File: config.mk
export PLATFORM = sky130hd
export DESIGN_NAME = intra_chroma_sad_sched
export DESIGN_NICKNAME = d
export VERILOG_FILES = /design/src/rtl/intra_chroma_sad_sched.sv
export SDC_FILE = /design/constraint.sdc
export NUM_CORES = 1
export LEC_CHECK = 0
export ABC_AREA = 0
export ABC_CLOCK_PERIOD_IN_PS = 2900
export CAP_MARGIN = 40
export CORE_ASPECT_RATIO = 1.25
export CORE_MARGIN = 5
export CORE_UTILIZATION = 44
export DETAILED_ROUTE_END_ITERATION = 6
export PLACE_DENSITY = 0.71
export SYNTH_ARGS = -nofsm -noshare
export SYNTH_HDL_FRONTEND = slang
export SYNTH_SLANG_ARGS = --single-unit
File: constraint.sdc
create_clock -name clk -period 2.9 [get_ports clk]
set_input_delay 0.87 -clock clk [delete_from_list [all_inputs] [get_ports clk]]
set_output_delay 0.87 -clock clk [all_outputs]
set_load 0.05 [all_outputs]
File: src/rtl/intra_chroma_sad_sched.sv
// intra_chroma_sad_sched
// Accumulates per-mode SADs (vertical, horizontal, DC) over the eight residual
// rows of one 8x8 chroma block, then picks the cheapest mode.
// Ports:
//   clk, reset           clock, asynchronous active-high reset
//   start, busy          block request (honoured only in IDLE) / not-idle flag
//   row_valid, row_ready residual row handshake (ready only while accumulating)
//   vrow, hrow, dcrow    eight signed 8-bit residuals per mode, sample k at [8k+7:8k]
//   out_valid, out_ready result handshake; results held until accepted
//   sad_v, sad_h, sad_dc per-mode SADs (live while accumulating)
//   best_mode, best_sad  winning mode (DC=0, H=1, V=2) and its SAD
module intra_chroma_sad_sched #(
  parameter int unsigned SAD_W = 14
) (
  input  logic             clk,
  input  logic             reset,
  input  logic             start,
  output logic             busy,
  input  logic             row_valid,
  output logic             row_ready,
  input  logic [63:0]      vrow,
  input  logic [63:0]      hrow,
  input  logic [63:0]      dcrow,
  output logic             out_valid,
  input  logic             out_ready,
  output logic [SAD_W-1:0] sad_v,
  output logic [SAD_W-1:0] sad_h,
  output logic [SAD_W-1:0] sad_dc,
  output logic [1:0]       best_mode,
  output logic [SAD_W-1:0] best_sad
);

  // One row sums at most 8 * 128 = 1024, which needs 11 bits.
  localparam int unsigned ROW_W = 11;
  // Headroom of one bit over the wider operand so the saturation test is exact.
  localparam int unsigned EXT_W = ((SAD_W > ROW_W) ? SAD_W : ROW_W) + 1;
  localparam logic [EXT_W-1:0] SAT_MAX = EXT_W'((64'd1 << SAD_W) - 64'd1);

  localparam logic [1:0] MODE_DC = 2'd0;
  localparam logic [1:0] MODE_H  = 2'd1;
  localparam logic [1:0] MODE_V  = 2'd2;

  typedef enum logic [1:0] {
    ST_IDLE  = 2'd0,
    ST_ACCUM = 2'd1,
    ST_CMP   = 2'd2,
    ST_OUT   = 2'd3
  } state_t;

  state_t           state_q, state_d;
  logic [2:0]       cnt_q, cnt_d;
  logic [SAD_W-1:0] acc_v_q, acc_v_d;
  logic [SAD_W-1:0] acc_h_q, acc_h_d;
  logic [SAD_W-1:0] acc_dc_q, acc_dc_d;
  logic [1:0]       best_mode_q, best_mode_d;
  logic [SAD_W-1:0] best_sad_q, best_sad_d;

  logic [ROW_W-1:0] rs_v, rs_h, rs_dc;

  // Sum of |sample| over one row; magnitude taken at 9 bits so |-128| = 128.
  function automatic logic [ROW_W-1:0] row_abs_sum(input logic [63:0] row);
    logic [ROW_W-1:0] s;
    logic [8:0]       ext;
    logic [8:0]       mag;
    s = '0;
    for (int k = 0; k < 8; k++) begin
      ext = {row[8*k+7], row[8*k +: 8]};
      mag = ext[8] ? 9'(~ext + 9'd1) : ext;
      s   = s + ROW_W'(mag);
    end
    return s;
  endfunction

  // Saturating accumulate; sticks at the ceiling until cleared.
  function automatic logic [SAD_W-1:0] sat_add(input logic [SAD_W-1:0] acc,
                                               input logic [ROW_W-1:0] rs);
    logic [EXT_W-1:0] sum;
    sum = EXT_W'(acc) + EXT_W'(rs);
    return (sum > SAT_MAX) ? SAD_W'(SAT_MAX) : SAD_W'(sum);
  endfunction

  assign rs_v  = row_abs_sum(vrow);
  assign rs_h  = row_abs_sum(hrow);
  assign rs_dc = row_abs_sum(dcrow);

  // State and datapath registers.
  always_ff @(posedge clk or posedge reset) begin
    if (reset) begin
      state_q     <= ST_IDLE;
      cnt_q       <= '0;
      acc_v_q     <= '0;
      acc_h_q     <= '0;
      acc_dc_q    <= '0;
      best_mode_q <= MODE_DC;
      best_sad_q  <= '0;
    end else begin
      state_q     <= state_d;
      cnt_q       <= cnt_d;
      acc_v_q     <= acc_v_d;
      acc_h_q     <= acc_h_d;
      acc_dc_q    <= acc_dc_d;
      best_mode_q <= best_mode_d;
      best_sad_q  <= best_sad_d;
    end
  end

  // Next-state and datapath update.
  always_comb begin
    state_d     = state_q;
    cnt_d       = cnt_q;
    acc_v_d     = acc_v_q;
    acc_h_d     = acc_h_q;
    acc_dc_d    = acc_dc_q;
    best_mode_d = best_mode_q;
    best_sad_d  = best_sad_q;
    case (state_q)
      ST_IDLE: begin
        if (start) begin
          cnt_d    = '0;
          acc_v_d  = '0;
          acc_h_d  = '0;
          acc_dc_d = '0;
          state_d  = ST_ACCUM;
        end
      end
      ST_ACCUM: begin
        if (row_valid) begin
          acc_v_d  = sat_add(acc_v_q, rs_v);
          acc_h_d  = sat_add(acc_h_q, rs_h);
          acc_dc_d = sat_add(acc_dc_q, rs_dc);
          cnt_d    = cnt_q + 3'd1;
          if (cnt_q == 3'd7) begin
            state_d = ST_CMP;
          end
        end
      end
      ST_CMP: begin
        // DC wins ties against both; H wins ties against V only.
        if ((acc_dc_q <= acc_h_q) && (acc_dc_q <= acc_v_q)) begin
          best_mode_d = MODE_DC;
          best_sad_d  = acc_dc_q;
        end else if (acc_h_q <= acc_v_q) begin
          best_mode_d = MODE_H;
          best_sad_d  = acc_h_q;
        end else begin
          best_mode_d = MODE_V;
          best_sad_d  = acc_v_q;
        end
        state_d = ST_OUT;
      end
      ST_OUT: begin
        if (out_ready) begin
          state_d = ST_IDLE;
        end
      end
      default: state_d = ST_IDLE;
    endcase
  end

  // Status flags decode straight from the state register.
  assign busy      = (state_q != ST_IDLE);
  assign row_ready = (state_q == ST_ACCUM);
  assign out_valid = (state_q == ST_OUT);

  assign sad_v     = acc_v_q;
  assign sad_h     = acc_h_q;
  assign sad_dc    = acc_dc_q;
  assign best_mode = best_mode_q;
  assign best_sad  = best_sad_q;

endmodule

After elaboration in Yosys (flattened, before gate mapping)
Cells that the tools add are included.

storage, ports and cells
  output and inout bits = 61
  register bits after elaboration = 63
  bits of input ports = 197
  logic and storage cells = 146

operators by class
  magnitude comparators = 6
  equal/unequal tests = 8
  $add $sub $neg = 49
  bitwise operators = 24
  multiplexer cells = 46
  reduce and logical (&&, ||, !) cells = 6

operator list
  operator                                                                number
  9-bit by 1-bit adder with 9-bit output, second input constant           24
  9-bit two-way mux                                                       24
  9-bit NOT                                                               24
  11-bit by 9-bit adder with 11-bit output                                15
  14-bit two-way mux                                                      9
  14-bit one-hot mux with 2 select lines                                  3
  14-bit by 11-bit adder with 15-bit output                               3
  15-bit by 14-bit > comparator with 1-bit output, second input constant  3
  14-bit <= comparator                                                    3
  10-bit by 9-bit adder with 11-bit output                                3
  9-bit by 9-bit adder with 10-bit output                                 3
  2-bit two-way mux                                                       6
  2-bit one-hot mux with 4 select lines                                   1
  3-bit two-way mux                                                       2
  3-bit one-hot mux with 2 select lines                                   1
  2-bit == test, second input constant                                    2
  2-bit by 1-bit != test with 1-bit output, second input constant         2
  2-bit != test, second input constant                                    2
  4-bit AND reduction                                                     1
  2-bit nonzero test                                                      2
  3-bit by 1-bit adder with 3-bit output, second input constant           1
  3-bit == test, second input constant                                    1
  3-bit AND reduction                                                     1
  2-bit by 1-bit == test with 1-bit output, second input constant         1
  2 further kinds                                                         2

Longest topological paths before layout
  depth after elaboration = 15
  mapped depth = 29

Worst setup path after synthesis
OpenSTA, ideal clock, no wires.

  path kind = input port to flip-flop
  from = input vrow[10]
  to = register acc_v_q[11], in the netlist sad_v[11]
  cell stages on the path = 24
  arrival time = 6.615 ns
  path buffers = 0
  setup slack = -3.842 ns
  cells stage by stage = or3_1 nand2_1 xnor2_1 fa_1 fa_1 fa_1 inv_1 fa_1 inv_1 ha_1 a21o_1 a21oi_1 o21bai_1 a21oi_1 o21ai_0 xor2_1 ha_1 a211o_1 or4_1 a21oi_1 nor3_2 a21oi_2 nor2_1 a311o_1

on the way
  cells in the longest elaborated chain, start to end = 15

ends and longest elaborated chain
  what                                                        line  RTL
  start, declared                                             21    input logic [63:0] vrow,
  9-bit NOT                                                   68    mag = ext[8] ? 9'(~ext + 9'd1) : ext;
  9-bit by 1-bit adder with 9-bit output                      68
  9-bit two-way mux (*)                                       68
  9-bit by 9-bit adder with 10-bit output (*)                 69    s = s + ROW_W'(mag);
  10-bit by 9-bit adder with 11-bit output (*)                69
  11-bit by 9-bit adder with 11-bit output (*) (5 in series)  69
  14-bit by 11-bit adder with 15-bit output (*)               78    sum = EXT_W'(acc) + EXT_W'(rs);
  15-bit by 14-bit > comparator with 1-bit output             79    return (sum > SAT_MAX) ? SAD_W'(SAT_MAX) : SAD_W'(sum);
  14-bit two-way mux (*)                                      79
  14-bit two-way mux (*)                                      127   if (row_valid) begin
  14-bit one-hot mux with 2 select lines (*)                  116   case (state_q)
  end signal, assigned                                        99    acc_v_q <= acc_v_d;
  end, declared                                               52    logic [SAD_W-1:0] acc_v_q, acc_v_d;

Every way passes the cells marked *; elsewhere a longest branch is shown, timed or not. The select of a mux whose other input is x is not followed.
A chain may end at the register's enable or synchronous reset.

Worst setup path after layout
  from = input vrow[28]
  to = register acc_v_q[11], in the netlist sad_v[11]

on the way
  cells in the longest elaborated chain, start to end = 13

ends and longest elaborated chain
  what                                                        line
  9-bit NOT                                                   68
  9-bit by 1-bit adder with 9-bit output                      68
  9-bit two-way mux (*)                                       68
  11-bit by 9-bit adder with 11-bit output (*) (5 in series)  69
  14-bit by 11-bit adder with 15-bit output (*)               78
  15-bit by 14-bit > comparator with 1-bit output             79
  14-bit two-way mux (*)                                      79
  14-bit two-way mux (*)                                      127
  14-bit one-hot mux with 2 select lines (*)                  116

Marks and branches as above.

==> impl_metrics.toml <==
[floorplan]
rows = 71
core_sq_mm = 0.0299
die_area_sq_mm = 0.0337
io_pins = 258
start_util = 0.442
die_w_um = 165
fp.dieH_um = 204

[synth]
synth_top_area_frac = 0.245
synth_largest_area_cell = "fa_1"
synth_common_cells = "inv_1 (296), fa_1 (162), ha_1 (145)"
synth_edf_count = 0
avgSynthCellArea_sq_um = 8.97
yosys-top-cells-area = "fa_1 (25%), ha_1 (14%), dfrtp_1 (12%)"
yosysMostFrequentCell = "inv_1"
ys_types = 67
yosysWarnings = 0
yosys_most_used_dff = "dfrtp_1"
async_reset_ff_frac = 1.00
syn-instance-count = 1475
yosysSeqAreaShare = 0.119
ys_seq_elements = 63
synth_area_sq_mm = 0.0132

[clock_tree]
cts_tree = "yes"
clk_latency_ns = 0.34
cts.sinks = 63
path_clk_slew_ns = 0.06
htree_levels = 3
cts_root_buf = "clkbuf_16"
numCtsBuffers = 9
cts.path.max_buffers = 2

[worst_setup_path]
cp.arrival_ns = 6.82
rr_worst_depth = 9
cp-end-kind = "flip-flop"
reg2reg_to = "sad_dc[6]"
critPathLaunchType = "primary input"
cp_max_fo = 4
r2r-start = "sad_dc[0]"
critPathSlowestCell = "fa_1"
max_stage_delay_ns = 0.53
required_ns = 3.12
crit_top_cell = "fa_1"
reg2reg_slack_ns = 0.14
crit_chain = "clkdlybuf4s50_1 > or3_4 > nor4b_4 > buf_4 > fa_1 > fa_2 > fa_1 > inv_1 > fa_1 > inv_1 > ha_1 > nand2_1 > o21ai_2 > xor2_1 > ha_1 > a211o_1 > or4_4 > a21oi_2 > nor3_2 > a21oi_2 > nor2_2 > a311o_1"
worst-setup-path-type = "primary input to flip-flop"

[grt]
grt_pass1_wl_um = 69700
grt_max_degree = 33
antenna_found_initial = 0
gr-total-overflow = 0
grt_pass1_vias = 14300
grt_usage = 0.257

[sta]
rsz0062_at_grt = "yes"
slew_headroom = 0.401
fin_crit_ns = 6.60
slew_viol_final = 0
tightest_slew_ns = 0.891
period_share = 2.28
clock-skew-final_ns = 0.00696
finalHoldViolCount = 0
fmax_ghz = 0.152
finalSetupViolations = 42
fin_ws_ns = -3.70

[place]
port_buffers = 257
place_area_sq_mm = 0.0193
dpl.hpwl_um = 35900
gp_congestion = 0.882

[detailed_routing]
drt_iter0_drc = 560
routedWlPerCell_um = 17.8
final_antenna_net_count = 0
drt_pass1_iterations = 5
via_per_inst = 5.21
routed_wl_um = 45200
drc = 0
vias = 13200

[hold_path]
hold_depth = 1
min_path_type = "flip-flop to flip-flop"
min_from = "best_mode[1]"
min_to = "best_mode[1]"

[layout]
nNetsFinal = 2637
antenna_cells = 0
drive_above_1_share = 0.364
area_growth_pct = 62.5
post-route-cell-area_sq_mm = 0.0215

[run_status]
violations = "negative setup slack"
status = "complete, but fails checks"

[run]
drv_cap = 0
[timing repair]
item,in CTS,in global routing
setup endpoints to repair,42,42
hold buffers,0,0
gates resized for setup,408,207
cloned,2,0
setup buffers,31,15
pin swaps,222,151
[sequential cells by signal, summed over array words and instances, names as in the netlist]
register,cells
best_mode,2
best_sad,14
cnt_q,3
sad_dc,14
sad_h,14
sad_v,14
state_q,2
[cells by family after synthesis]
| kind of cell | after synthesis | synth area share |
|---|---|---|
| flip-flops | 63 | 0.119 |
| AND/OR/NAND/NOR | 305 | 0.120 |
| adder cells (fa/ha/maj) | 307 | 0.382 |
| buffers and inverters | 315 | 0.0910 |
| XOR/XNOR | 170 | 0.113 |
| AO/OA/AOI/OAI | 281 | 0.150 |
| other | 2 | 0.000568 |
| multiplexers | 32 | 0.0243 |
[metal layers]
| metal | part of all wire | vias to the layer above | GRT usage |
|---|---|---|---|
| li1 | - | 6249 | - |
| met1 | 0.37 | 6473 | 0.287 |
| met2 | 0.54 | 376 | 0.488 |
| met3 | 0.040 | 124 | 0.0242 |
| met4 | 0.046 | 0 | 0.112 |
| met5 | 0 | - | 0 |
[cells in the final DEF, fill, tap and decap left out, types with 12 or more instances in the layout]
| cell | Yosys | layout |
|---|---|---|
| a21o_1 | 18 | 18 |
| a21oi_1 | 60 | 43 |
| a21oi_2 | 2 | 16 |
| a221o_1 | 14 | 14 |
| buf_2 | 2 | 18 |
| buf_4 | 1 | 359 |
| buf_6 | 2 | 31 |
| clkbuf_2 | 0 | 17 |
| clkdlybuf4s50_1 | 0 | 149 |
| conb_1 | 2 | 24 |
| dfrtp_1 | 63 | 63 |
| dlygate4sd2_1 | 0 | 38 |
| dlymetal6s2s_1 | 0 | 16 |
| fa_1 | 162 | 149 |
| fa_2 | 0 | 13 |
| ha_1 | 145 | 114 |
| ha_4 | 0 | 25 |
| inv_1 | 296 | 249 |
| inv_2 | 0 | 45 |
| mux2i_1 | 31 | 29 |
| nand2_1 | 95 | 76 |
| nand2_4 | 0 | 13 |
| nand2b_1 | 33 | 21 |
| nand2b_4 | 0 | 12 |
| nand3_1 | 25 | 25 |
| nand4_1 | 13 | 13 |
| nor2_1 | 39 | 31 |
| nor3_1 | 20 | 15 |
| o21ai_0 | 55 | 27 |
| o21ai_2 | 2 | 16 |
| o21bai_1 | 13 | 12 |
| o221ai_1 | 30 | 14 |
| o221ai_2 | 0 | 16 |
| or3_4 | 0 | 20 |
| xnor2_1 | 114 | 81 |
| xnor2_2 | 0 | 26 |
| xor2_1 | 56 | 35 |
| xor2_2 | 0 | 20 |
[through the flow]
step	util	setup slack [ns]	hold slack [ns]	TNS, ns	instances
global route	0.718	-3.92	0.527	-156.13	2539
global placement	0.645	-4.39	0.484	-179.83	2478
floorplan	-	-3.68	0.468	-145.65	1497
finish	0.718	-3.70	0.508	-147.07	2539
CTS	0.691	-3.72	0.508	-147.79	2525
detailed placement	0.646	-4.50	0.495	-184.60	2479
[area by class of cell]
type / instances / area, sq um
Multi-Input combinational cell: 1121 / 12600
Fill cell: 2034 / 8430
Timing Repair Buffer: 642 / 5470
Sequential cell: 63 / 1580
Inverter: 296 / 1120
Tap cell: 401 / 502
Clock buffer: 9 / 225
Clock inverter: 7 / 50.0
[critical path, delay by kind of cell]
kind                     cells  cell delay, ns
AND/OR/NAND/NOR              6            1.30
buffers and inverters        4            0.70
AO/OA/AOI/OAI                5            1.16
XOR/XNOR                     1            0.22
adder cells (fa/ha/maj)      6            2.54
[how the worst max path moves through the flow]
stage	cells past startpoint	endpoint	start
floorplan	24	sad_h[11]	hrow[16]
global placement	28	sad_h[12]	hrow[9]
detailed placement	27	sad_h[2]	hrow[9]
CTS	26	sad_h[13]	hrow[1]
global route	23	sad_v[12]	vrow[37]
finish	22	sad_v[11]	vrow[28]
Power is not shown: default switching activity piles up to over one toggle a cycle in this logic, so the estimate is an artifact.
